===== config.mk =====
export PLATFORM = sky130hd
export DESIGN_NAME = instr_fetch_queue
export DESIGN_NICKNAME = d
export VERILOG_FILES = /design/src/rtl/rv_pipe_pkg.sv /design/src/rtl/fq_ptr_ctrl.sv /design/src/rtl/instr_fetch_queue.sv
export SDC_FILE = /design/constraint.sdc
export NUM_CORES = 1
export LEC_CHECK = 0
export CORE_UTILIZATION = 52
export CTS_BUF_LIST = sky130_fd_sc_hd__clkbuf_8
export DETAILED_ROUTE_END_ITERATION = 8
export PLACE_DENSITY_LB_ADDON = 0.2
export SYNTH_ARGS = -nofsm -noshare
export SYNTH_HDL_FRONTEND = slang
export SYNTH_HIERARCHICAL = 1
export SYNTH_SLANG_ARGS = --single-unit

===== constraint.sdc =====
create_clock -name clk -period 11.1 [get_ports clk]
set_clock_uncertainty 0.05 [all_clocks]
set_input_delay 2.22 -clock clk [delete_from_list [all_inputs] [get_ports clk]]
set_output_delay 2.22 -clock clk [all_outputs]
set_load 0.01 [all_outputs]

===== src/rtl/rv_pipe_pkg.sv =====
// Types and constants shared by the pipeline front end.
// A fetch entry holds one fetched instruction and its PC pair.
package rv_pipe_pkg;

    localparam logic [31:0] NOP_INSTR        = 32'h0000_0013;
    localparam logic [31:0] RESET_PC_DEFAULT = 32'h0000_0000;

    typedef struct packed {
        logic [31:0] pc;
        logic [31:0] pc_4;
        logic [31:0] instr;
    } fetch_entry_t;

endpackage


===== src/rtl/fq_ptr_ctrl.sv =====
// Head/tail pointers and occupancy for the fetch queue.
// It also decides the enqueue and dequeue handshakes, with flush taking priority over both.
module fq_ptr_ctrl #(
    parameter int unsigned DEPTH = 4,
    parameter int unsigned PtrW  = $clog2(DEPTH),
    parameter int unsigned CntW  = $clog2(DEPTH) + 1
) (
    input  logic            clk_i,
    input  logic            rst_ni,
    input  logic            flush_i,
    input  logic            fetch_ok_i,
    input  logic            deq_ready_i,
    output logic            enq_o,
    output logic            deq_o,
    output logic [PtrW-1:0] head_o,
    output logic [PtrW-1:0] tail_o,
    output logic [CntW-1:0] count_o,
    output logic            empty_o
);

    logic [PtrW-1:0] head_q, head_d;
    logic [PtrW-1:0] tail_q, tail_d;
    logic [CntW-1:0] count_q, count_d;
    logic            empty, full;

    assign empty = (count_q == '0);
    assign full  = (count_q == CntW'(DEPTH));

    // A full queue still accepts a fetch when the head leaves in the same cycle.
    assign deq_o = !empty && deq_ready_i && !flush_i;
    assign enq_o = fetch_ok_i && !flush_i && (!full || deq_o);

    always_comb begin
        head_d  = head_q;
        tail_d  = tail_q;
        count_d = count_q;
        if (flush_i) begin
            head_d  = '0;
            tail_d  = '0;
            count_d = '0;
        end else begin
            if (enq_o) begin
                tail_d = tail_q + PtrW'(1);
            end
            if (deq_o) begin
                head_d = head_q + PtrW'(1);
            end
            count_d = count_q + CntW'(enq_o) - CntW'(deq_o);
        end
    end

    always_ff @(posedge clk_i) begin
        if (!rst_ni) begin
            head_q  <= '0;
            tail_q  <= '0;
            count_q <= '0;
        end else begin
            head_q  <= head_d;
            tail_q  <= tail_d;
            count_q <= count_d;
        end
    end

    assign head_o  = head_q;
    assign tail_o  = tail_q;
    assign count_o = count_q;
    assign empty_o = empty;

endmodule


===== src/rtl/instr_fetch_queue.sv =====
// Instruction fetch stage: owns the fetch PC, drives the icache and buffers
// fetched instructions for decode, emitting NOP bubbles when empty.
module instr_fetch_queue
    import rv_pipe_pkg::*;
#(
    parameter int unsigned    XLEN     = 32,
    parameter int unsigned    DEPTH    = 4,
    parameter logic [XLEN-1:0] RESET_PC = RESET_PC_DEFAULT
) (
    input  logic                     clk,
    input  logic                     reset,
    input  logic                     flush,
    input  logic [XLEN-1:0]          flush_pc,
    output logic [XLEN-1:0]          icache_addr,
    input  logic [XLEN-1:0]          icache_rdata,
    input  logic                     icache_busywait,
    input  logic                     deq_ready,
    output logic                     deq_valid,
    output logic [XLEN-1:0]          deq_pc,
    output logic [XLEN-1:0]          deq_pc_4,
    output logic [XLEN-1:0]          deq_instr,
    output logic [$clog2(DEPTH):0]   count
);

    localparam int unsigned PtrW = $clog2(DEPTH);
    localparam int unsigned CntW = $clog2(DEPTH) + 1;

    logic [XLEN-1:0] fetch_pc_q, fetch_pc_d;
    logic            enq, deq, empty;
    logic [PtrW-1:0] head, tail;
    logic [CntW-1:0] count_w;
    fetch_entry_t    mem_q [DEPTH];
    fetch_entry_t    head_entry;

    fq_ptr_ctrl #(
        .DEPTH (DEPTH),
        .PtrW  (PtrW),
        .CntW  (CntW)
    ) u_ptr_ctrl (
        .clk_i       (clk),
        .rst_ni      (reset),
        .flush_i     (flush),
        .fetch_ok_i  (!icache_busywait),
        .deq_ready_i (deq_ready),
        .enq_o       (enq),
        .deq_o       (deq),
        .head_o      (head),
        .tail_o      (tail),
        .count_o     (count_w),
        .empty_o     (empty)
    );

    always_comb begin
        fetch_pc_d = fetch_pc_q;
        if (flush) begin
            fetch_pc_d = flush_pc;
        end else if (enq) begin
            fetch_pc_d = fetch_pc_q + XLEN'(4);
        end
    end

    always_ff @(posedge clk) begin
        if (!reset) begin
            fetch_pc_q <= RESET_PC;
        end else begin
            fetch_pc_q <= fetch_pc_d;
        end
    end

    // Storage is left unreset; entries are only visible through count.
    always_ff @(posedge clk) begin
        if (reset && enq) begin
            mem_q[tail] <= '{pc: fetch_pc_q, pc_4: fetch_pc_q + XLEN'(4), instr: icache_rdata};
        end
    end

    assign head_entry  = mem_q[head];
    assign icache_addr = fetch_pc_q;
    assign count       = count_w;
    assign deq_valid   = !empty;
    assign deq_pc      = empty ? '0 : head_entry.pc;
    assign deq_pc_4    = empty ? '0 : head_entry.pc_4;
    assign deq_instr   = empty ? NOP_INSTR : head_entry.instr;

    logic unused_deq;
    assign unused_deq = deq;

endmodule


==> impl_metrics.json, run 1 <==
{
  "worstHoldEndpoint": "mem_q[2][64]",
  "placed_area_um2": 19100,
  "syn-cell-area_um2": 16700,
  "yosysSeqAreaShare_pct": 72.1,
  "slew_headroom_pct": 26.9,
  "hold_viol": 0,
  "syn_area_per_cell_um2": 18.2,
  "ctsLongestPathBuffers": 3,
  "p_total_uw": 3140,
  "finalCritPeriodShare_pct": 55.0,
  "synth_edf_count": 376,
  "worstSetupStartpoint": "u_ptr_ctrl/head_o[0]",
  "coreArea_um2": 31600,
  "io_buffers": 200,
  "insertedDiodeCount": 0,
  "rr_startpoint": "u_ptr_ctrl/count_o[1]",
  "remaining_drc_errors": 0,
  "max_freq_mhz": 164,
  "area_delta_synth_final_pct": 21.4,
  "start_kind": "register",
  "crit_arrival_ps": 3840,
  "placed_cells": 1485,
  "via_count": 9049,
  "seqCellArea_um2": 12100,
  "crit_chain": "buf_4 -> mux4_2 -> and2_1 -> clkdlybuf4s50_1",
  "grt_max_degree": 85,
  "synth-seq-cells": 415,
  "ys.warnings.count": 6,
  "root_buffer": "clkbuf_8",
  "crit_fanout": 51,
  "drive_above_1_share_pct": 18.0,
  "rrSetupSlack_ps": 7930,
  "drtIter0Drc": 571,
  "layoutNonFillerInstCount": 1600,
  "crit_required_ps": 8830,
  "synthFlopType": "edfxtp_1",
  "fillers": 2285,
  "outcome": "finished clean",
  "grt_pass1_wl_um": 52800,
  "maxCapViolations": 0,
  "hold_slack_ps": 494,
  "syn_inst": 920,
  "power_density_nw_per_um2": 155,
  "tritoncts": "done",
  "synthTopCellsByArea": "edfxtp_1, mux4_2, dfxtp_1",
  "worst_pin_slew_ps": 1100,
  "rsz0062_at_grt": "false",
  "ys_types": 48,
  "final_area_um2": 20300,
  "routed_wl_um": 34400,
  "hp-start": "icache_addr[0]",
  "vdd_drop_max_v": 0.0000995,
  "multi_input_area_um2": 4370,
  "r2r_cells": 7,
  "holdBufCountCts": 0,
  "r2r_end": "mem_q[2][27]",
  "synth_most_common_cell": "edfxtp_1",
  "critPathCaptureType": "output pin",
  "path_buf_inv": 2,
  "gp_congestion": 0.728,
  "initial_core_util_pct": 52.9,
  "drv_slew": 0,
  "hold_path_class": "register to register",
  "syn_nets": 993,
  "ant_nets": 0,
  "via_per_inst": 5.66,
  "grt.total_usage_pct": 21.4,
  "critPathKind": "register to output pin",
  "finalNetCount": 1224,
  "slowest_stage": "dfxtp_4",
  "setup_violations": 0,
  "grt-ovfl-total": 0,
  "synth_commonest_cells": "edfxtp_1, and2_1, mux4_2",
  "crit_family": "buffers and inverters",
  "synthArstFlopShare_pct": 0,
  "dp_hpwl_um": 20800,
  "holdPathStages": 0,
  "synth_top_cell_by_area": "edfxtp_1",
  "p_leak_uw": 0.00657,
  "post_cts_buffers": 0,
  "fin_setup_tns_ps": 0,
  "yosysTopAreaCellShare_pct": 67.5,
  "wire_per_inst_um": 21.5,
  "numCtsBuffers": 66,
  "ctsResizeCount": 0,
  "cpPeakStageDelay_ps": 1030,
  "path_clk_slew_ps": 60,
  "firstDrtPassIters": 5,
  "grt_pass1_vias": 9253,
  "cts_sinks": 415,
  "io_pins": 201,
  "die_width_um": 181,
  "core.rowCount": 65,
  "htreeDepth": 3,
  "clock_latency_ps": 580,
  "antenna_found_initial": 0,
  "final.min_clock_period_ps": 6110,
  "die_y_um": 181,
  "dieArea_um2": 32900
}
[per-layer routing]
layer | global-route usage (%) | up-vias | share of wire (%)
li1 | - | 4050 | -
met5 | 0 | - | 0
met1 | 31.0 | 4599 | 45
met2 | 33.6 | 345 | 47
met3 | 3.83 | 55 | 6.2
met4 | 6.24 | 0 | 1.7
[stage by stage]
stage               worst slack [ps]  utilization, %
CTS                             4820            64.2
global placement                5180            60.4
global route                    4650            64.2
finish                          4990            64.2
floorplan                        242               -
detailed placement              5130            60.4
[registers in the layout, summed over array words and instances (netlist names)]
name	flops
icache_addr	32
mem_q	376
u_ptr_ctrl/count_o	3
u_ptr_ctrl/head_o	2
u_ptr_ctrl/tail_o	2
[cell type report]
class / instances / area share [%]
sequential: 415 / 59.5
multi-input combinational: 440 / 21.5
timing repair buffer: 215 / 10.4
clock buffer: 70 / 4.74
tap: 402 / 2.48
clock inverter: 45 / 1.14
inverter: 13 / 0.240
[worst max path at each step]
stage / endpoint / slack, ps / cells after the start
finish: deq_pc_4[10] / 4990 / 4
global route: deq_pc_4[17] / 4650 / 4
CTS: deq_pc_4[31] / 4820 / 4
detailed placement: mem_q[2][25] / 5130 / 7
global placement: mem_q[2][25] / 5180 / 7
floorplan: mem_q[1][0] / 240 / 7
[cells by family after synthesis]
logic type / after synthesis / share of synthesized area [%]
flops: 415 / 72.1
xor+xnor: 54 / 2.83
fa+ha+maj: 4 / 0.344
buf+inv: 65 / 1.87
simple gates: 227 / 7.95
mux: 97 / 12.8
compound gates: 58 / 2.04
[report_power, final]
group          total (uW)  switching, uW  internal (uW)
registers            1770           32.1           1730
clock network        1170            567            608
logic                 200           92.5            107
[cell usage in the layout, fill, tap and decap left out, types with 5 or more instances in the layout]
cell type        instances
clkdlybuf4s50_1        200
xnor2_1                 19
nor3_1                   6
nor2_1                  34
buf_4                   15
edfxtp_1               376
nand2_1                 25
clkbuf_8                70
nand3_1                 11
xor2_1                  35
a211oi_1                 7
o21ai_0                 18
and2_1                  94
dfxtp_1                 37
a21oi_1                 22
clkinvlp_4               5
nand4_1                 17
clkinv_2                 6
and3_1                   8
mux4_2                  94
inv_1                   40
[worst register-to-register path, cell delays in order (launching register included)]
cell     delay [ps]
dfxtp_1         520
nor4b_2         130
nor3_2          120
buf_4           270
nand2_1         180
nor3b_2         180
buf_4           580
buf_4           740
No activity file was read; power rests on OpenSTA's default activity.
==> run 2: changes to the inputs <==
CORE_UTILIZATION = 58   (was 52)
clock period = 6.24 ns   (was 11.1 ns; I/O delays follow)
==> impl_metrics.json, run 2 (same netlist as run 1, synthesis figures left out) <==
{
  "outcome": "finished clean",
  "cts_sinks": 415,
  "pwr-share-clk_pct": 35.9,
  "rsz0062_at_grt": "false",
  "htreeDepth": 2,
  "numCtsBuffers": 60,
  "grt_pass1_vias": 9077,
  "layoutNonFillerInstCount": 1576,
  "ctsResizeCount": 0,
  "worst_pin_slew_ps": 880,
  "final_common_cell": "edfxtp_1",
  "initial_core_util_pct": 59.6,
  "ant_nets": 0,
  "ctsLongestPathBuffers": 3,
  "insertedDiodeCount": 0,
  "fin_setup_tns_ps": 0,
  "final_area_um2": 20300,
  "slowest_stage": "nor3_1",
  "die_y_um": 172,
  "io_pins": 201,
  "tritoncts": "done",
  "cpPeakStageDelay_ps": 730,
  "grt_pass1_wl_um": 52200,
  "fillers": 1771,
  "p_total_uw": 5460,
  "firstDrtPassIters": 5,
  "die_width_um": 172,
  "dieArea_um2": 29500,
  "routed_wl_um": 33800,
  "post_cts_buffers": 0,
  "p_leak_uw": 0.00652,
  "hold_path_class": "register to register",
  "placed_area_um2": 19200,
  "root_buffer": "clkbuf_8",
  "hold_viol": 0,
  "critPathKind": "register to output pin",
  "critPathCaptureType": "output pin",
  "layout_setup_ws_ps": 1680,
  "switching_share_pct": 21.8,
  "grt_max_degree": 77,
  "grt-ovfl-total": 0,
  "largest_reg_flops": 376,
  "drive_above_1_share_pct": 17.7,
  "final_cell_mix": "edfxtp_1, clkdlybuf4s50_1, and2_1, mux4_2, clkbuf_8",
  "holdBufCountCts": 0,
  "regMostFlops": "mem_q",
  "finalNetCount": 1223,
  "seqPwrFrac_pct": 57.5,
  "final.min_clock_period_ps": 4560,
  "dp_hpwl_um": 21400,
  "placed_cells": 1466,
  "area_delta_synth_final_pct": 21.2,
  "via_count": 8976,
  "combinationalPowerShare_pct": 6.6,
  "drtIter0Drc": 802,
  "switching_power_uw": 1190,
  "finalCritPeriodShare_pct": 73.0,
  "remaining_drc_errors": 0,
  "maxCapViolations": 0,
  "max_freq_mhz": 219,
  "power_density_nw_per_um2": 269,
  "internal-power_uw": 4270,
  "crit_fanout": 76,
  "dp_slack_ps": 2260,
  "setup_violations": 0,
  "drv_slew": 0,
  "crit_required_ps": 4940,
  "slew_headroom_pct": 41.3,
  "coreArea_um2": 28100,
  "via_per_inst": 5.70,
  "start_kind": "register",
  "path_clk_slew_ps": 60,
  "crit_chain": "nor3_1 -> inv_2 -> buf_4 -> and2_1 -> clkdlybuf4s50_1",
  "antenna_found_initial": 1,
  "gp_congestion": 0.764,
  "core.rowCount": 61,
  "clock_latency_ps": 600,
  "io_buffers": 200,
  "grt.total_usage_pct": 23.9,
  "wire_per_inst_um": 21.5,
  "crit_arrival_ps": 3260,
  "vdd_drop_max_v": 0.000202
}
[run 2: cell types whose count changed in the layout (fill, tap and decap cells not counted)]
cell and change:
buf_4 +2, clkinv_2 +3, inv_1 -13, bufinv_16 +1, clkinv_1 +17, buf_12 +3
clkinvlp_4 -4, nor3b_2 -2, nor3_4 +1, inv_6 -1, nor3b_4 +2, inv_8 +1
clkbuf_8 -9, nor3_2 -1
[run 2: path summary, 6_finish.rpt]
kind         slack (ps)                  start      endpoint  cells past startpoint
min reg2reg         490         icache_addr[1]  mem_q[0][65]                      0
max                1680  u_ptr_ctrl/count_o[1]    deq_pc[20]                      5
max reg2reg        3330         icache_addr[2]  mem_q[3][56]                      6
min                 490         icache_addr[1]  mem_q[0][65]                      0
[run 2: metal layers]
metal	share of wire [%]	up-vias	track usage (%)	wire (um)
li1	-	4071	-	-
met1	44	4498	35.9	14800
met2	48	369	36.8	16100
met3	7.5	38	4.49	2550
met4	1.2	0	5.35	420
met5	0	-	0	0
[run 2: worst max-delay path, delay by kind of cell, from the launching register on]
kind	cells	cell delay, ps
flops	1	400
simple gates	2	970
buf+inv	3	1210
[run 2: area by class of cell]
cell class                      instances  area, um^2  area share [%]
Tap cell                              378         473            2.33
Timing Repair Buffer                  220        2190            10.8
Sequential cell                       415       12100            59.5
Clock buffer                           61         840            4.14
Inverter                               13        48.8           0.241
Clock inverter                         49         264            1.30
Multi-Input combinational cell        440        4390            21.6
[run 2: stage by stage]
stage	hold slack, ps	utilization (%)
after floorplan	443	-
after global placement	476	68.3
after detailed placement	476	68.3
after CTS	485	72.2
after global routing	497	72.2
final	491	72.2
[run 2: power by group through the flow]
| stage | clock (uW) | sequential, uW | combinational, uW |
|---|---|---|---|
| floorplan | 0 | 3180 | 169 |
| global placement | 0 | 3190 | 354 |
| detailed placement | 0 | 3200 | 360 |
| CTS | 2000 | 3140 | 363 |
| global route | 2110 | 3140 | 387 |
| finish | 1960 | 3140 | 358 |
==> run 3: changes to the inputs <==
CORE_UTILIZATION = 52   (was 58)
clock period = 3.75 ns   (was 6.24 ns; I/O delays follow)
==> impl_metrics.json, run 3 (same netlist as run 1, synthesis figures left out) <==
{
  "outcome": "finished clean",
  "grt_pass1_vias": 9399,
  "via_per_inst": 5.60,
  "r2r_cells": 6,
  "holdPathStages": 0,
  "slew_headroom_pct": 41.7,
  "dieArea_um2": 32900,
  "finalCritPeriodShare_pct": 95.8,
  "maxCapViolations": 0,
  "clock_latency_ps": 570,
  "worst_pin_slew_ps": 868,
  "io_pins": 201,
  "crit_family": "simple AND/OR/NAND/NOR gates",
  "grt_max_degree": 81,
  "largest_reg_flops": 376,
  "die_y_um": 181,
  "crit_fanout": 55,
  "ctsLongestPathBuffers": 3,
  "final_cell_mix": "edfxtp_1, clkdlybuf4s50_1, and2_1, mux4_2, clkbuf_8",
  "start_kind": "register",
  "crit_required_ps": 2950,
  "crit_arrival_ps": 2790,
  "fillers": 2233,
  "crit_chain": "nor3_1 -> inv_2 -> buf_4 -> and2_1 -> clkdlybuf4s50_1",
  "grt.total_usage_pct": 21.8,
  "critPathCaptureType": "output pin",
  "path_buf_inv": 3,
  "path_clk_slew_ps": 60,
  "ant_nets": 0,
  "final_common_cell": "edfxtp_1",
  "numCtsBuffers": 68,
  "initial_core_util_pct": 52.9,
  "wire_per_inst_um": 21.6,
  "vdd_drop_max_v": 0.000320,
  "area_delta_synth_final_pct": 23.7,
  "critPathKind": "register to output pin",
  "grt_pass1_wl_um": 54100,
  "p_total_uw": 9450,
  "dp_hpwl_um": 21700,
  "p_leak_uw": 0.00668,
  "fin_setup_tns_ps": 0,
  "rsz0062_at_grt": "false",
  "cts_sinks": 415,
  "max_freq_mhz": 278,
  "antenna_found_initial": 3,
  "final.min_clock_period_ps": 3590,
  "via_count": 9060,
  "firstDrtPassIters": 4,
  "tritoncts": "done",
  "coreArea_um2": 31600,
  "gp_congestion": 0.773,
  "io_buffers": 200,
  "root_buffer": "clkbuf_8",
  "routed_wl_um": 35000,
  "die_width_um": 181,
  "power_density_nw_per_um2": 457,
  "grt-ovfl-total": 0,
  "slowest_stage": "nor3_1",
  "htreeDepth": 3,
  "drive_above_1_share_pct": 19.6,
  "core.rowCount": 65,
  "cpPeakStageDelay_ps": 740,
  "remaining_drc_errors": 0,
  "ctsResizeCount": 0,
  "drv_slew": 0,
  "hold_path_class": "register to register",
  "hold_viol": 0,
  "drtIter0Drc": 647,
  "finalNetCount": 1242,
  "regMostFlops": "mem_q",
  "setup_violations": 0,
  "cp.depth": 5
}
==> run 3: cell types whose count changed in the layout (fill, tap and decap cells not counted), sizes merged <==
cell / change
clkbuf: +10
diode: +1
inv: -1
clkinv: -2
buf: +11
==> run 3: worst register-to-register path: stages, from the launching register on <==
cell     delay, ps
dfxtp_1        560
ha_1           350
nand3_1        210
nor3_2         630
nand2_1        210
nor3_1         230
xor2_1         310
==> run 3: worst paths after layout <==
check / start / to / slack (ps)
max: u_ptr_ctrl/count_o[1] / deq_pc[26] / 160
min: icache_addr[1] / mem_q[3][65] / 480
max reg2reg: icache_addr[3] / mem_q[1][56] / 990
min reg2reg: icache_addr[1] / mem_q[3][65] / 480
==> run 3: area by class of cell <==
class / count / area (um^2) / area share [%]
clock buffers: 71 / 977 / 4.72
flip-flops and latches: 415 / 12100 / 58.4
multi-input cells: 440 / 4410 / 21.3
well taps: 402 / 503 / 2.43
repair buffers: 231 / 2400 / 11.6
inverters: 13 / 63.8 / 0.308
clock inverters: 46 / 256 / 1.24
diodes: 1 / 2.50 / 0.0121
==> run 3: per-layer routing <==
metal | vias up | wire length [um] | global-route usage, %
met5 | - | 25 | 0
met4 | 4 | 442 | 5.97
met3 | 48 | 2290 | 5.44
met2 | 311 | 16400 | 33.8
met1 | 4594 | 15900 | 31.1
li1 | 4103 | - | -
==> run 3: what timing repair did <==
item | 4_1_cts | 5_1_grt
setup endpoints to repair | 0 | 2
hold buffers | 0 | 0
setup buffers | 0 | 1
==> run 3: where the power goes <==
group | leakage, uW | total (uW) | internal (uW) | switching (uW)
Clock | 0.000687 | 3620 | 1900 | 1720
Combinational | 0.00224 | 614 | 331 | 283
Sequential | 0.00375 | 5220 | 5130 | 87.1
==> run 3: through the flow <==
step	instance area, um^2	setup WS, ps	instances	hold WS (ps)	utilization (%)
6_report	20700	159	1619	485	65.4
5_1_grt	20700	1.87	1618	511	65.4
4_1_cts	20700	70.4	1617	484	65.3
3_5_place_dp	19400	560	1500	475	61.4
3_3_place_gp	19400	614	1500	474	61.4
2_1_floorplan	16800	-530	920	443	-
